### config.mk
export PLATFORM = sky130hd
export DESIGN_NAME = mod10_alert_gen
export DESIGN_NICKNAME = d
export VERILOG_FILES = /design/src/rtl/mod10_alert_gen.sv
export SDC_FILE = /design/constraint.sdc
export NUM_CORES = 1
export LEC_CHECK = 0
export BUFFER_PORTS_ARGS = -buffer_cell sky130_fd_sc_hd__buf_2
export CORE_ASPECT_RATIO = 0.75
export CORE_UTILIZATION = 46
export CTS_CLUSTER_DIAMETER = 40
export DETAILED_ROUTE_END_ITERATION = 8
export HOLD_SLACK_MARGIN = 0.03
export PLACE_DENSITY = 0.78
export SYNTH_ARGS = -nofsm -noshare
export SYNTH_HDL_FRONTEND = slang
export SYNTH_SLANG_ARGS = --single-unit
### constraint.sdc
create_clock -name clk -period 1.4 [get_ports clk]
set_input_delay 0.42 -clock clk [delete_from_list [all_inputs] [get_ports clk]]
set_output_delay 0.42 -clock clk [all_outputs]
set_load 0.01 [all_outputs]
### src/rtl/mod10_alert_gen.sv
// mod10_alert_gen: counts accepted samples modulo MOD and pulses alert_mod10 per block, tracking blocks per frame.
// Define MOD10_ALERT_EARLY_EN to make alert_mod10 combinational, one cycle earlier.
module mod10_alert_gen #(
  parameter int MOD        = 10,
  parameter int FRAME_BLKS = 64,
  parameter int CNT_W      = $clog2(MOD),
  parameter int BLK_W      = $clog2(FRAME_BLKS) + 1
) (
  input  logic             clk,
  input  logic             rst,
  input  logic             frame_start,
  input  logic             din_valid,
  output logic             alert_mod10,
  output logic [CNT_W-1:0] cnt_mod10,
  output logic [BLK_W-1:0] blk_idx,
  output logic             frame_done,
  output logic             resync,
  output logic             busy
);
  typedef enum logic [1:0] {IDLE, RUN, DONE} state_t;
  state_t state, state_nx;
  logic [CNT_W-1:0] cnt_nx;
  logic [BLK_W-1:0] blk_nx;
  logic wrap;
  // frame_start wins in every state; a sample on the start cycle counts as sample 0
  always_comb begin
    wrap     = state == RUN && din_valid && !frame_start && cnt_mod10 == CNT_W'(MOD - 1);
    state_nx = frame_start ? RUN
             : state == DONE ? IDLE
             : (wrap && blk_idx == BLK_W'(FRAME_BLKS - 1)) ? DONE
             : state;
    cnt_nx   = frame_start ? CNT_W'(din_valid)
             : (state == DONE || wrap) ? '0
             : (state == RUN && din_valid) ? cnt_mod10 + 1'b1
             : cnt_mod10;
    blk_nx   = (frame_start || state == DONE) ? '0
             : wrap ? blk_idx + 1'b1
             : blk_idx;
  end
  always_ff @(posedge clk or posedge rst) begin
    if (rst) begin
      state      <= IDLE;
      cnt_mod10  <= '0;
      blk_idx    <= '0;
      frame_done <= 1'b0;
      resync     <= 1'b0;
    end else begin
      state      <= state_nx;
      cnt_mod10  <= cnt_nx;
      blk_idx    <= blk_nx;
      frame_done <= state_nx == DONE;
      resync     <= frame_start && state == RUN;
    end
  end
`ifdef MOD10_ALERT_EARLY_EN
  assign alert_mod10 = wrap;
`else
  always_ff @(posedge clk or posedge rst) begin
    if (rst) alert_mod10 <= 1'b0;
    else     alert_mod10 <= wrap;
  end
`endif
  assign busy = state != IDLE;
endmodule
# Word-level counts from Yosys, hierarchy flattened
# Cells that the tools add are included.
totals:
  n_memories: 0
  reg_bits: 16
  out_inout_bits: 15
  mem_bits_rw: 0
  wordCells: 32
  latchBits: 0
  mem_bits_ro: 0
op_classes:
  n_lt_le_gt_ge: 0
  n_reduce_logical: 11
  shift: 0
  n_mux: 8
  bitwise: 0
  div_mod_pow: 0
  add_sub_neg: 2
  mul: 0
  n_eq_ne: 5
ops:
  columns: ["op", "n"]
  rows:
  - ["7-bit two-way mux", 2]
  - ["4-bit two-way mux", 3]
  - ["7-bit by 1-bit adder with 7-bit output, second input constant", 1]
  - ["7-bit by 6-bit == test with 1-bit output, second input constant", 1]
  - ["2-bit two-way mux", 3]
  - ["1-bit logical AND", 5]
  - ["4-bit by 1-bit adder with 4-bit output, second input constant", 1]
  - ["2-bit == test, second input constant", 2]
  - ["4-bit == test, second input constant", 1]
  - ["2-bit nonzero test", 2]
  - ["3-bit nonzero test", 1]
  - ["2-bit by 1-bit == test with 1-bit output, second input constant", 1]
  - ["1-bit logical OR", 2]
  - ["1-bit zero test", 1]

# Depth between registers and ports, before layout
# Gate-level depths: netlist (run 1).
depth:
  ltp_word: 9
  mapped_depth: 6

# Worst setup path before layout (run 1)
# No wires, ideal clock.
synth_path:
  path_kind: "register to register"
  from: "reg cnt_mod10[0]"
  to: "reg blk_idx[6]"
  arrival_ns: 1.504
  synth_period_minus_slack_ns: 1.624
  path_stages_with_launch: 5
  n_path_buf: 0
  path_slack_ns: -0.224
  required_ns: 1.280
  path_cell_list: "dfrtp_1 ha_1 nand4bb_1 or4_1 a31o_1"
synth_between:
  elab_chain_len: 3
synth_lines:
  columns: ["element", "line_no", "rtl"]
  rows:
  - ["start: declaration", "14", "output logic [CNT_W-1:0] cnt_mod10,"]
  - ["start signal: assignment", "49", "cnt_mod10 <= cnt_nx;"]
  - ["4-bit == test", "27", "wrap = state == RUN && din_valid && !frame_start && cnt_mod10 == CNT_W'(MOD - 1);"]
  - ["1-bit logical AND", "27", null]
  - ["2-bit nonzero test (no source line)", null, null]
  - ["end signal: assignment", "50", "blk_idx <= blk_nx;"]
  - ["end: declaration", "15", "output logic [BLK_W-1:0] blk_idx,"]
# No other way between the ends.
# A chain may end at the register's enable or synchronous reset.

# Worst setup path after layout (run 1)
layout_path:
  from: "reg blk_idx[0]"
  to: "reg blk_idx[6]"
layout_between:
  elab_chain_len: 3
layout_lines:
  columns: ["element", "line_no", "rtl"]
  rows:
  - ["7-bit by 1-bit adder with 7-bit output", "37", ": wrap ? blk_idx + 1'b1"]
  - ["7-bit two-way mux", "37", null]
  - ["7-bit two-way mux", "36", "blk_nx = (frame_start || state == DONE) ? '0"]
# No other way between the ends. The select of a mux whose other input is x is not followed.

==> results of run 1 <==
[how the worst min path moves through the flow]
stage	from	end	slack [ns]
after floorplan	rst	alert_mod10	0.33
after global placement	rst	blk_idx[6]	0.43
after detailed placement	rst	frame_done	0.44
after CTS	rst	frame_done	0.12
after global routing	rst	blk_idx[3]	0.13
final	rst	frame_done	0.10
[sequential cells by signal, indices dropped and copies added (netlist names)]
| register | count |
|---|---|
| alert_mod10 | 1 |
| blk_idx | 7 |
| cnt_mod10 | 4 |
| frame_done | 1 |
| resync | 1 |
| state | 2 |
[what timing repair did]
item | CTS | global route
hold buffers | 0 | 0
resized for setup | 17 | 10
setup endpoints to repair | 16 | 23
buffers inserted | 5 | 8
pin swaps | 6 | 2
[per-stage QoR]
stage          worst slack, ns  power [mW]  cells  setup TNS, ns
6_report               -0.1354      0.9425    157        -0.8549
5_1_grt                -0.2152      0.9766    157         -1.987
4_1_cts                -0.1158      0.9361    150        -0.6532
3_5_place_dp           -0.2686      0.6163    142         -1.790
3_3_place_gp           -0.2215      0.6108    142         -1.170
2_1_floorplan          -0.1138      0.5518     82        -0.4141
[power groups by stage]
stage	Combinational [mW]	Clock [mW]	Sequential, mW
2_1_floorplan	0.0521	0	0.500
3_3_place_gp	0.123	0	0.488
3_5_place_dp	0.128	0	0.488
4_1_cts	0.139	0.318	0.479
5_1_grt	0.160	0.336	0.481
6_report	0.146	0.317	0.479
[placed cells by master (no fill, tap or decap), drive strengths merged, types with 2 or more instances in the layout]
cell	instances
o31ai	2
nand3	6
or3	2
inv	6
nand3b	2
o211ai	2
nand2	6
buf	53
a21oi	7
o21ai	5
mux2i	2
ha	3
clkbuf	4
and3b	2
or4	4
nor4	2
dfrtp	16
[layer usage]
metal	vias up	track usage [%]	wire, um
li1	423	-	-
met3	7	9.020	203
met2	52	48.03	1256
met1	447	33.74	1151
met5	-	0	0
met4	0	9.028	41
[critical path: cells and delay by family (launching register included)]
kind            cells  cell delay, ns
compound gates      1            0.22
fa+ha+maj           1            0.19
simple gates        2            0.63
flops               1            0.40
[cell families (layout without fill, tap and decap cells)]
kind of cell               after synthesis  after routing  synth area share (%)
and+or+nand+nor                         29             29                 22.64
DFF                                     16             16                 47.98
muxes                                    2              2                 2.399
adders and majority gates                3              3                 4.498
AOI/OAI and AO/OA                       23             23                 17.99
buffers and inverters                    9             63                 4.497
[area by class of cell]
type	count	area [um^2]	share of cell area, %
inverter	6	27.53	2.005
multi-input combinational	57	459.2	33.45
clock buffer	4	36.28	2.644
timing repair buffer	53	420.4	30.63
tap	21	26.28	1.914
sequential	16	402.9	29.35
==> results_tabular.tex, run 1 <==
\begin{tabular}{lr}
\hline
Metric & Value \\
\hline
\multicolumn{2}{l}{\textbf{Critical path}} \\
\quad Setup Crit Path Kind & reg -> reg \\
\quad Last element of the critical path & blk\_idx[6] \\
\quad Capturing element type of the critical path & flop \\
\quad WP data required & approximately 1.6 ns \\
\quad Worst path slowest cell & sky130\_fd\_sc\_hd\_\_or4\_1 \\
\quad Startpoint of the most critical setup path & blk\_idx[0] \\
\quad Startpoint Class & flop \\
\quad Critical path peak fanout & 4 \\
\quad Chain of cells forming the critical path & ha\_1 -> nand3\_1 -> or4\_1 -> a31o\_1 \\
\quad Worst r2r path cells & 4 \\
\quad Flop-to-flop setup slack & -0.14 ns \\
\quad Worst flop-to-flop path startpoint & blk\_idx[0] \\
\quad Critical path arrival & 1.74 ns \\
\quad Largest stage delay, worst path & slightly below 0.5 ns \\
\quad Capture instance of the worst register-to-register path & blk\_idx[6] \\
\multicolumn{2}{l}{\textbf{Power and ir drop}} \\
\quad Power share of the sequential group & 50.9\% \\
\quad Static leakage & roughly 0.65 nW \\
\quad Combinational Power Share & $\sim$16\% \\
\quad Clk network pwr share & $\sim$34\% \\
\quad Power per cell area & slightly below 700 nW/um\^{}2 \\
\quad Int Power & around 700 uW \\
\quad Largest voltage drop on the vdd net & around 1.0 mV \\
\quad P\_sw & roughly 240 uW \\
\quad Proportion of total power due to net switching & between 20\% and 30\% \\
\multicolumn{2}{l}{\textbf{Drt}} \\
\quad Residual DRC count & 0 \\
\quad DRC violation total after the first TritonRoute iteration & 47 \\
\quad Vias after detailed routing & 929 \\
\quad Post-detailed-routing wire length & $\sim$2700 um \\
\quad Post-route antenna net violation count & 0 \\
\quad Detailed-routing iteration count for the pre-antenna-repair pass & 4 \\
\quad Avg Vias per Cell & approximately 6 \\
\quad Average wire length per cell after detail routing & roughly 17 um \\
\multicolumn{2}{l}{\textbf{Synthesis}} \\
\quad Count of unique library cells instantiated by Yosys & 30 \\
\quad Commonest cells in the synthesized netlist & sky130\_fd\_sc\_hd\_\_dfrtp\_1 (16), sky130\_fd\_sc\_hd\_\_a21oi\_1 (7), sky130\_fd\_sc\_hd\_\_inv\_1 (6), sky130\_fd\_sc\_hd\_\_nand2\_1 (6), sky130\_fd\_sc\_hd\_\_nand3\_1 (6) \\
\quad Count of state elements after synthesis & 16 \\
\quad Synthesized area & roughly 830 um\^{}2 \\
\quad Dominant cells by area after synthesis & sky130\_fd\_sc\_hd\_\_dfrtp\_1 (48\%), sky130\_fd\_sc\_hd\_\_ha\_1 (4.5\%), sky130\_fd\_sc\_hd\_\_a21oi\_1 (4.2\%) \\
\quad Post-synth EDFFs & 0 \\
\quad Mean post-synth cell area & between 10 and 15 um\^{}2 \\
\quad Number of warnings printed during yosys synthesis & 0 \\
\quad Sequential element share of the synthesized area & 47.98\% \\
\quad Share of flip-flops with an asynchronous set or reset after synthesis & 100.0\% \\
\quad Net Count, Synth & 89 \\
\quad Most common cell in the synthesized netlist & sky130\_fd\_sc\_hd\_\_dfrtp\_1 \\
\quad Share of the synthesized area in the top cell type & 47.98\% \\
\quad Leading area contributor after synthesis & sky130\_fd\_sc\_hd\_\_dfrtp\_1 \\
\quad Most used DFF post-synth & sky130\_fd\_sc\_hd\_\_dfrtp\_1 \\
\quad Synthesized instance count & 82 \\
\multicolumn{2}{l}{\textbf{Timing}} \\
\quad Final Skew & around 0.0051 ns \\
\quad Tightest slew margin relative to the limit & 72.98\% \\
\quad Unrepaired setup endpoints after global routing & yes \\
\quad Final setup fails & 13 \\
\quad Final hold slack & 0.1008 ns \\
\quad Final setup slack of the worst path & -0.1354 ns \\
\quad Final Critical Period & between 1.5 and 2 ns \\
\quad Slew Viols, Final & 0 \\
\quad Transition time of the tightest slew-check pin & $\sim$0.4 ns \\
\quad Highest Clock Rate & approximately 0.65 GHz \\
\quad Fraction of the cycle the final worst path needs & 109.7\% \\
\quad Count of final hold-check violations & 0 \\
\multicolumn{2}{l}{\textbf{CTS}} \\
\quad Total CTS buffers & 3 \\
\quad Level count of the clock H-tree & 1 \\
\quad Clock latency on the worst-skew pair & 0.30 ns \\
\quad Clock-pin slew reported for the worst setup and hold paths after clock tree synthesis & roughly 0.10 ns \\
\quad Clk Tree Root Cell & sky130\_fd\_sc\_hd\_\_clkbuf\_4 \\
\quad Clk sinks & 16 \\
\quad TritonCTS clock tree & built \\
\quad Clock tree buffer depth & 2 \\
\multicolumn{2}{l}{\textbf{Worst hold path}} \\
\quad Kind of path behind the tightest hold check & in -> async \\
\multicolumn{2}{l}{\textbf{Cells and area}} \\
\quad Final design utilization & a little under nine tenths \\
\quad Cell area after layout & between 1000 and 1500 um\^{}2 \\
\quad Number of nets in the finished design & 144 \\
\quad Area overhead of the layout relative to synthesis & 64.47\% \\
\quad Count of filler cells inserted in the layout & around 80 \\
\quad Ant. Diodes & 0 \\
\quad Fraction of final layout cells sized beyond drive strength 1 & 53.68\% \\
\multicolumn{2}{l}{\textbf{Global routing}} \\
\quad Antenna violations before repair & 0 \\
\quad Overflow left after global routing & 0 \\
\quad GRT Total Usage & between 20 and 30\% \\
\quad Largest net degree at the start of global routing & 17 \\
\quad Via count of the first global-routing pass & 833 \\
\quad First-pass GRT wire length & 3781 um \\
\multicolumn{2}{l}{\textbf{Outcome}} \\
\quad Failing checks & negative setup slack \\
\quad Result of the run & finished with violations \\
\multicolumn{2}{l}{\textbf{Place}} \\
\quad Post-Place Cell Area & between 1000 and 1500 um\^{}2 \\
\quad Detail Placement HPWL & $\sim$1600 um \\
\quad Global placement routability congestion & about 0.80 \\
\quad Count of input and output buffers & 18 \\
\multicolumn{2}{l}{\textbf{Flow run}} \\
\quad Max Cap Violations & 0 \\
\multicolumn{2}{l}{\textbf{Floorplanning}} \\
\quad Site row count & 12 \\
\quad Overall die area & 1990 um\^{}2 \\
\quad Core footprint & around 1600 um\^{}2 \\
\quad Starting density of the core & between 50\% and 60\% \\
\quad Die Ht & 38.89 um \\
\quad Boundary Pins & 19 \\
\quad Floorplan die width & 51.19 um \\
\hline
\end{tabular}
Power figures use the tool's default switching activity.
==> run 2: changes to the inputs <==
--- a/config.mk
+++ b/config.mk
@@ -10,2 +10,3 @@
 export CORE_UTILIZATION = 46
+export CTS_BUF_LIST = sky130_fd_sc_hd__clkbuf_16
 export CTS_CLUSTER_DIAMETER = 40
--- a/constraint.sdc
+++ b/constraint.sdc
@@ -3,2 +3,2 @@
 set_output_delay 0.42 -clock clk [all_outputs]
-set_load 0.01 [all_outputs]
+set_load 0.005 [all_outputs]
==> run 2 against run 1 <==
Compared with the run above: the flow still finishes with violations (negative setup slack); sequential share of layout area down 1.5 points; clock power up 78%; worst setup slack lost 0.047 ns; total power up 31%; sequential cell count unchanged; worst hold slack improved by 0.076 ns; clock-buffer cell count down 1; sequential power is essentially flat; via count increased by 9.1%; clock skew shrank 0.0032 ns; die area is the same.
==> results_tabular.tex, run 2 (synthesis results as in run 1) <==
\begin{tabular}{lr}
\hline
Metric & Value \\
\hline
\multicolumn{2}{l}{\textbf{Cells and area}} \\
\quad Top library cells by usage in the layout, fill and taps aside & sky130\_fd\_sc\_hd\_\_buf\_4 (27), sky130\_fd\_sc\_hd\_\_buf\_2 (18), sky130\_fd\_sc\_hd\_\_dfrtp\_1 (15) \\
\quad Register with the most flip-flops & blk\_idx \\
\quad Ant. Diodes & 0 \\
\quad Area overhead of the layout relative to synthesis & 72.71\% \\
\quad Count of filler cells inserted in the layout & 65 \\
\quad Most frequent standard cell in the layout excluding fill and tap cells & sky130\_fd\_sc\_hd\_\_buf\_4 \\
\quad Fraction of final layout cells sized beyond drive strength 1 & 58.52\% \\
\quad Flip-flop count of the largest register, all copies and words added & 7 \\
\quad Top flop regs & blk\_idx: 7 flops, cnt\_mod10: 4 flops, state: 2 flops \\
\quad Number of nets in the finished design & 143 \\
\multicolumn{2}{l}{\textbf{Global routing}} \\
\quad Antenna violations before repair & 0 \\
\quad Via count of the first global-routing pass & between 800 and 900 \\
\quad GRT Total Usage & roughly a third \\
\quad First-pass GRT wire length & around 4400 um \\
\quad Largest net degree at the start of global routing & 17 \\
\quad Overflow left after global routing & 0 \\
\multicolumn{2}{l}{\textbf{CTS}} \\
\quad Clk sinks & 16 \\
\quad Level count of the clock H-tree & 1 \\
\quad Total CTS buffers & 3 \\
\quad TritonCTS clock tree & built \\
\quad Clk Tree Root Cell & sky130\_fd\_sc\_hd\_\_clkbuf\_16 \\
\quad Clock tree buffer depth & 2 \\
\quad \# hold bufs at CTS & 0 \\
\quad Clock latency on the worst-skew pair & between 0.2 and 0.3 ns \\
\quad Clock-pin slew reported for the worst setup and hold paths after clock tree synthesis & roughly 0.050 ns \\
\multicolumn{2}{l}{\textbf{Timing}} \\
\quad Slew Viols, Final & 0 \\
\quad Count of final hold-check violations & 0 \\
\quad Final setup slack of the worst path & -0.1821 ns \\
\quad Unrepaired setup endpoints after global routing & yes \\
\quad Final setup fails & 13 \\
\quad Final Critical Period & about 1.6 ns \\
\quad Highest Clock Rate & 0.6321 GHz \\
\quad Final Skew & around 0.0019 ns \\
\quad Fraction of the cycle the final worst path needs & 113.0\% \\
\quad Tightest slew margin relative to the limit & between 70\% and 80\% \\
\quad Transition time of the tightest slew-check pin & roughly 0.36 ns \\
\multicolumn{2}{l}{\textbf{Drt}} \\
\quad Post-detailed-routing wire length & about 3400 um \\
\quad Detailed-routing iteration count for the pre-antenna-repair pass & 4 \\
\quad DRC violation total after the first TritonRoute iteration & 73 \\
\quad Residual DRC count & 0 \\
\quad Avg Vias per Cell & roughly 6.5 \\
\quad Vias after detailed routing & slightly above 1000 \\
\quad Post-route antenna net violation count & 0 \\
\quad Average wire length per cell after detail routing & 22.02 um \\
\multicolumn{2}{l}{\textbf{Power and ir drop}} \\
\quad Static leakage & about 0.67 nW \\
\quad Total chip power & around 1.2 mW \\
\quad Power per cell area & $\sim$860 nW/um\^{}2 \\
\quad Largest voltage drop on the vdd net & 0.8536 mV \\
\multicolumn{2}{l}{\textbf{Critical path}} \\
\quad Critical path arrival & between 1.5 and 2 ns \\
\quad Flop-to-flop setup slack & -0.18 ns \\
\quad Startpoint Class & flop \\
\quad Capturing element type of the critical path & flop \\
\quad Startpoint of the most critical setup path & cnt\_mod10[0] \\
\quad WP data required & between 1.5 and 2 ns \\
\quad Critical path peak fanout & 8 \\
\quad Setup Crit Path Kind & reg -> reg \\
\quad Worst r2r path cells & 5 \\
\quad Worst flop-to-flop path startpoint & cnt\_mod10[0] \\
\multicolumn{2}{l}{\textbf{Flow run}} \\
\quad Max Cap Violations & 0 \\
\multicolumn{2}{l}{\textbf{Outcome}} \\
\quad Failing checks & negative setup slack \\
\quad Result of the run & finished with violations \\
\multicolumn{2}{l}{\textbf{Floorplanning}} \\
\quad Overall die area & around 2000 um\^{}2 \\
\quad Boundary Pins & 19 \\
\quad Die Ht & approximately 39 um \\
\quad Site row count & 12 \\
\quad Starting density of the core & a little over half \\
\quad Floorplan die width & roughly 50 um \\
\quad Core footprint & 1592 um\^{}2 \\
\multicolumn{2}{l}{\textbf{Place}} \\
\quad Count of input and output buffers & 18 \\
\quad Global placement routability congestion & between 0.8 and 0.9 \\
\quad Placement Setup Slack & -0.2112 ns \\
\quad Detail Placement HPWL & roughly 1500 um \\
\multicolumn{2}{l}{\textbf{Worst hold path}} \\
\quad Kind of path behind the tightest hold check & in -> async \\
\hline
\end{tabular}
run 2: power by group:
part	total, mW	internal, mW	switching [mW]
Sequential	0.482	0.472	0.0101
Combinational	0.190	0.0960	0.0938
Clock	0.565	0.379	0.185
Total	1.24	0.948	0.289
run 2: through the flow:
stage / utilization (%) / TNS, ns / hold WS (ns) / area (um^2) / instances
2_1_floorplan: - / -0.3768 / 0.3337 / 840.8 / 82
3_3_place_gp: 70.36 / -0.8659 / 0.4335 / 1120 / 140
3_5_place_dp: 70.36 / -1.413 / 0.4456 / 1120 / 140
4_1_cts: 81.21 / -0.4716 / 0.1837 / 1292 / 148
5_1_grt: 90.57 / -1.608 / 0.2076 / 1441 / 156
6_report: 90.57 / -1.039 / 0.1770 / 1441 / 156
run 2: worst paths after layout:
path,endpoint
setup / recovery,blk_idx[0]
hold / removal,blk_idx[4]
setup reg to reg,blk_idx[0]
hold reg to reg,blk_idx[6]
max in group asynchronous,cnt_mod10[3]
min in group clk,blk_idx[6]
run 2: area by class of cell:
type / instances / area [um^2] / share of cell area, %
Multi-Input combinational cell: 57 / 513.0 / 35.59
Sequential cell: 16 / 401.6 / 27.86
Timing Repair Buffer: 52 / 394.1 / 27.34
Clock buffer: 3 / 75.07 / 5.208
Inverter: 6 / 27.53 / 1.910
Tap cell: 21 / 26.28 / 1.823
Clock inverter: 1 / 3.754 / 0.2604
run 2: what timing repair did:
item / in CTS / in global routing
endpoints found under the setup margin: 14 / 15
cloned: 0 / 1
resized for setup: 15 / 18
buffers inserted: 5 / 7
pin swaps: 4 / 10
run 2: worst max-delay path, stage by stage, from the launching register on:
cell and delay [ns]:
sky130_fd_sc_hd__dfrtp_1 0.44, sky130_fd_sc_hd__ha_4 0.19, sky130_fd_sc_hd__nand4bb_4 0.16, sky130_fd_sc_hd__buf_4 0.22, sky130_fd_sc_hd__or3_1 0.35, sky130_fd_sc_hd__a21oi_1 0.15
run 2: layer usage:
layer  share of wire (%)  vias to the layer above  global-route usage (%)
met5                   0                        -                       0
met2                  47                       92                   55.92
met4                 3.6                        0                   11.11
met3                  10                       16                   7.059
li1                    -                      420                       -
met1                  39                      486                   39.90
==> run 3: changes to the inputs <==
==> constraint.sdc (replaced) <==
create_clock -name clk -period 1.4 [get_ports clk]
set_input_delay 0.07 -clock clk [delete_from_list [all_inputs] [get_ports clk]]
set_output_delay 0.07 -clock clk [all_outputs]
set_load 0.005 [all_outputs]
==> run 3 against run 2 <==
Compared with the run above: the flow still finishes with violations (negative setup slack); via count fell by 13%; critical endpoint is now blk_idx[6]; sequential cell count stayed put; clock-buffer cell count stayed put; sequential share of layout area rose by 2.8 points; die area unchanged; clock skew increased by 0.0023 ns; worst setup slack improved by 0.028 ns; utilization decreased by 8.6 points; combinational power is 26% lower; total power decreased by 5.8%.
==> results_tabular.tex, run 3 (synthesis results as in run 1) <==
\begin{tabular}{lr}
\hline
Metric & Value \\
\hline
\multicolumn{2}{l}{\textbf{Outcome}} \\
\quad Result of the run & finished with violations \\
\quad Failing checks & negative setup slack \\
\multicolumn{2}{l}{\textbf{Cells and area}} \\
\quad Area taken by flip-flops and latches & between 400 and 500 um\^{}2 \\
\quad Register with the most flip-flops & blk\_idx \\
\quad Flip-flop count of the largest register, all copies and words added & 7 \\
\quad Area overhead of the layout relative to synthesis & 56.37\% \\
\quad Count of filler cells inserted in the layout & slightly below 100 \\
\quad Number of nets in the finished design & approximately 130 \\
\quad Ant. Diodes & 0 \\
\quad Most frequent standard cell in the layout excluding fill and tap cells & sky130\_fd\_sc\_hd\_\_buf\_4 \\
\quad Top library cells by usage in the layout, fill and taps aside & sky130\_fd\_sc\_hd\_\_buf\_4 (19), sky130\_fd\_sc\_hd\_\_buf\_2 (18), sky130\_fd\_sc\_hd\_\_dfrtp\_1 (16) \\
\quad Top flop regs & blk\_idx: 7 flops, cnt\_mod10: 4 flops, state: 2 flops \\
\quad Combined area of the multi-input logic cells & $\sim$510 um\^{}2 \\
\quad Fraction of final layout cells sized beyond drive strength 1 & between 50\% and 60\% \\
\multicolumn{2}{l}{\textbf{Global routing}} \\
\quad Via count of the first global-routing pass & 780 \\
\quad Overflow left after global routing & 0 \\
\quad Met3 layer usage reported by global route & 6.667\% \\
\quad Largest net degree at the start of global routing & 17 \\
\quad Most Used Layer, Global Route & met2 \\
\quad Met2 capacity usage during global routing & between 40\% and 50\% \\
\quad Antenna violations before repair & 0 \\
\quad GRT Total Usage & 27.01\% \\
\quad First-pass GRT wire length & roughly 3700 um \\
\quad Met1 track demand over resource in global routing & between 30\% and 40\% \\
\multicolumn{2}{l}{\textbf{Critical path}} \\
\quad Startpoint Class & flop \\
\quad Critical path peak fanout & 7 \\
\quad Top Family by Delay on Critical Path & simple AND/OR/NAND/NOR gates \\
\quad Largest stage delay, worst path & roughly 0.44 ns \\
\quad Capturing element type of the critical path & flop \\
\quad WP data required & approximately 1.5 ns \\
\quad Worst path slowest cell & sky130\_fd\_sc\_hd\_\_or4\_1 \\
\quad Critical path arrival & roughly 1.7 ns \\
\quad Chain of cells forming the critical path & inv\_2 -> ha\_4 -> nand4bb\_4 -> or4\_1 -> a31o\_1 \\
\quad Sum of buffers and inverters on the critical path & 1 \\
\quad Setup Crit Path Kind & reg -> reg \\
\multicolumn{2}{l}{\textbf{CTS}} \\
\quad Clock-pin slew reported for the worst setup and hold paths after clock tree synthesis & roughly 0.050 ns \\
\quad Total CTS buffers & 3 \\
\quad Clk Tree Root Cell & sky130\_fd\_sc\_hd\_\_clkbuf\_16 \\
\quad Clock latency on the worst-skew pair & between 0.2 and 0.25 ns \\
\quad Clk sinks & 16 \\
\quad Clock tree buffer depth & 2 \\
\quad TritonCTS clock tree & built \\
\quad Level count of the clock H-tree & 1 \\
\multicolumn{2}{l}{\textbf{Floorplanning}} \\
\quad Die Ht & 38.89 um \\
\quad Overall die area & approximately 2000 um\^{}2 \\
\quad Site row count & 12 \\
\quad Core footprint & $\sim$1600 um\^{}2 \\
\quad Starting density of the core & approximately 52\% \\
\quad Floorplan die width & a little over 50 um \\
\quad Boundary Pins & 19 \\
\multicolumn{2}{l}{\textbf{Timing}} \\
\quad Fraction of the cycle the final worst path needs & 111.0\% \\
\quad Final setup slack of the worst path & -0.1545 ns \\
\quad Final setup fails & 8 \\
\quad Final Skew & between 0.004 and 0.005 ns \\
\quad Transition time of the tightest slew-check pin & around 0.64 ns \\
\quad Final Critical Period & 1.554 ns \\
\quad Slew Viols, Final & 0 \\
\quad Highest Clock Rate & $\sim$0.64 GHz \\
\quad Unrepaired setup endpoints after global routing & yes \\
\quad Final hold slack & about 0.14 ns \\
\quad Count of final hold-check violations & 0 \\
\quad Tightest slew margin relative to the limit & between 50\% and 60\% \\
\multicolumn{2}{l}{\textbf{Flow run}} \\
\quad Max Cap Violations & 0 \\
\multicolumn{2}{l}{\textbf{Drt}} \\
\quad Average wire length per cell after detail routing & approximately 18 um \\
\quad DRC violation total after the first TritonRoute iteration & 38 \\
\quad Vias after detailed routing & 878 \\
\quad Residual DRC count & 0 \\
\quad Post-detailed-routing wire length & 2638 um \\
\quad Avg Vias per Cell & between 6 and 7 \\
\quad Post-route antenna net violation count & 0 \\
\quad Detailed-routing iteration count for the pre-antenna-repair pass & 4 \\
\multicolumn{2}{l}{\textbf{Place}} \\
\quad Global placement routability congestion & 0.8538 \\
\quad Count of input and output buffers & 18 \\
\quad Detail Placement HPWL & roughly 1500 um \\
\multicolumn{2}{l}{\textbf{Power and ir drop}} \\
\quad Largest voltage drop on the vdd net & 0.6466 mV \\
\quad Static leakage & roughly 0.59 nW \\
\quad Clk network pwr share & 46.9\% \\
\quad Total chip power & 1.166 mW \\
\quad Proportion of total power due to net switching & between 20\% and 30\% \\
\quad Int Power & 912.9 uW \\
\quad Combinational Power Share & a little under an eighth \\
\quad Power share of the sequential group & between 40\% and 50\% \\
\quad P\_sw & 252.6 uW \\
\quad Power per cell area & 893.1 nW/um\^{}2 \\
\multicolumn{2}{l}{\textbf{Worst hold path}} \\
\quad Kind of path behind the tightest hold check & in -> reg \\
\hline
\end{tabular}
## run 3: cell types whose count changed in the layout (fill, tap and decap cells not counted), sizes merged
cell | previous run | this run
buf | 51 | 39
clkbuf | 4 | 3
clkinv | 1 | 0
dlygate4sd3 | 0 | 1
## run 3: area by class of cell
class / instances / share of cell area, %
timing repair buffer: 40 / 21.00
multi-input combinational: 57 / 38.83
tap: 21 / 2.013
inverter: 6 / 1.726
sequential: 16 / 30.68
clock buffer: 3 / 5.753
## run 3: worst paths after layout
| check | start | end | slack (ns) | cells after the start |
|---|---|---|---|---|
| max | cnt_mod10[1] | blk_idx[6] | -0.15 | 5 |
| min | din_valid | cnt_mod10[0] | 0.14 | 3 |
| max reg2reg | cnt_mod10[1] | blk_idx[6] | -0.15 | 5 |
| min reg2reg | blk_idx[6] | blk_idx[6] | 0.54 | 1 |
| max in group asynchronous | rst | blk_idx[4] | 0.52 | 3 |
| min in group asynchronous | rst | state[1] | 0.46 | 3 |
## run 3: timing repair
item / 4_1_cts / 5_1_grt
hold endpoints to repair: 16 / 0
resized for setup: 8 / 15
hold buffers: 1 / 0
endpoints found under the setup margin: 14 / 11
pin swaps: 1 / 4
setup buffers: 0 / 4
## run 3: through the flow
step                      instances  instance area, um^2  setup slack (ns)  utilization [%]  setup TNS (ns)
after CTS                       139                 1217           -0.1087            76.49         -0.2998
after detailed placement        135                 1082           -0.2690            68.00          -1.303
after global placement          135                 1082           -0.1542            68.00         -0.5023
after floorplan                  82                840.8           -0.1091                -         -0.3768
after global routing            143                 1305           -0.2063            82.00          -1.104
final                           143                 1305           -0.1545            82.00         -0.5301
## run 3: worst reg2reg max path: cells and delay by family, from the launching register on
kind	cells	cell delay [ns]
flops	1	0.39
fa+ha+maj	1	0.14
buf+inv	1	0.07
simple gates	2	0.61
compound gates	1	0.24
## run 3: power by group through the flow
stage	Clock [mW]	Combinational, mW	Sequential [mW]
after floorplan	0	0.0484	0.493
after global placement	0	0.107	0.484
after detailed placement	0	0.112	0.484
after CTS	0.546	0.131	0.479
after global routing	0.566	0.153	0.480
final	0.547	0.140	0.479
## run 3: metal layers
metal	up-vias	wire, um
met2	51	1297
met3	4	209
li1	393	-
met4	0	26
met5	-	0
met1	430	1105
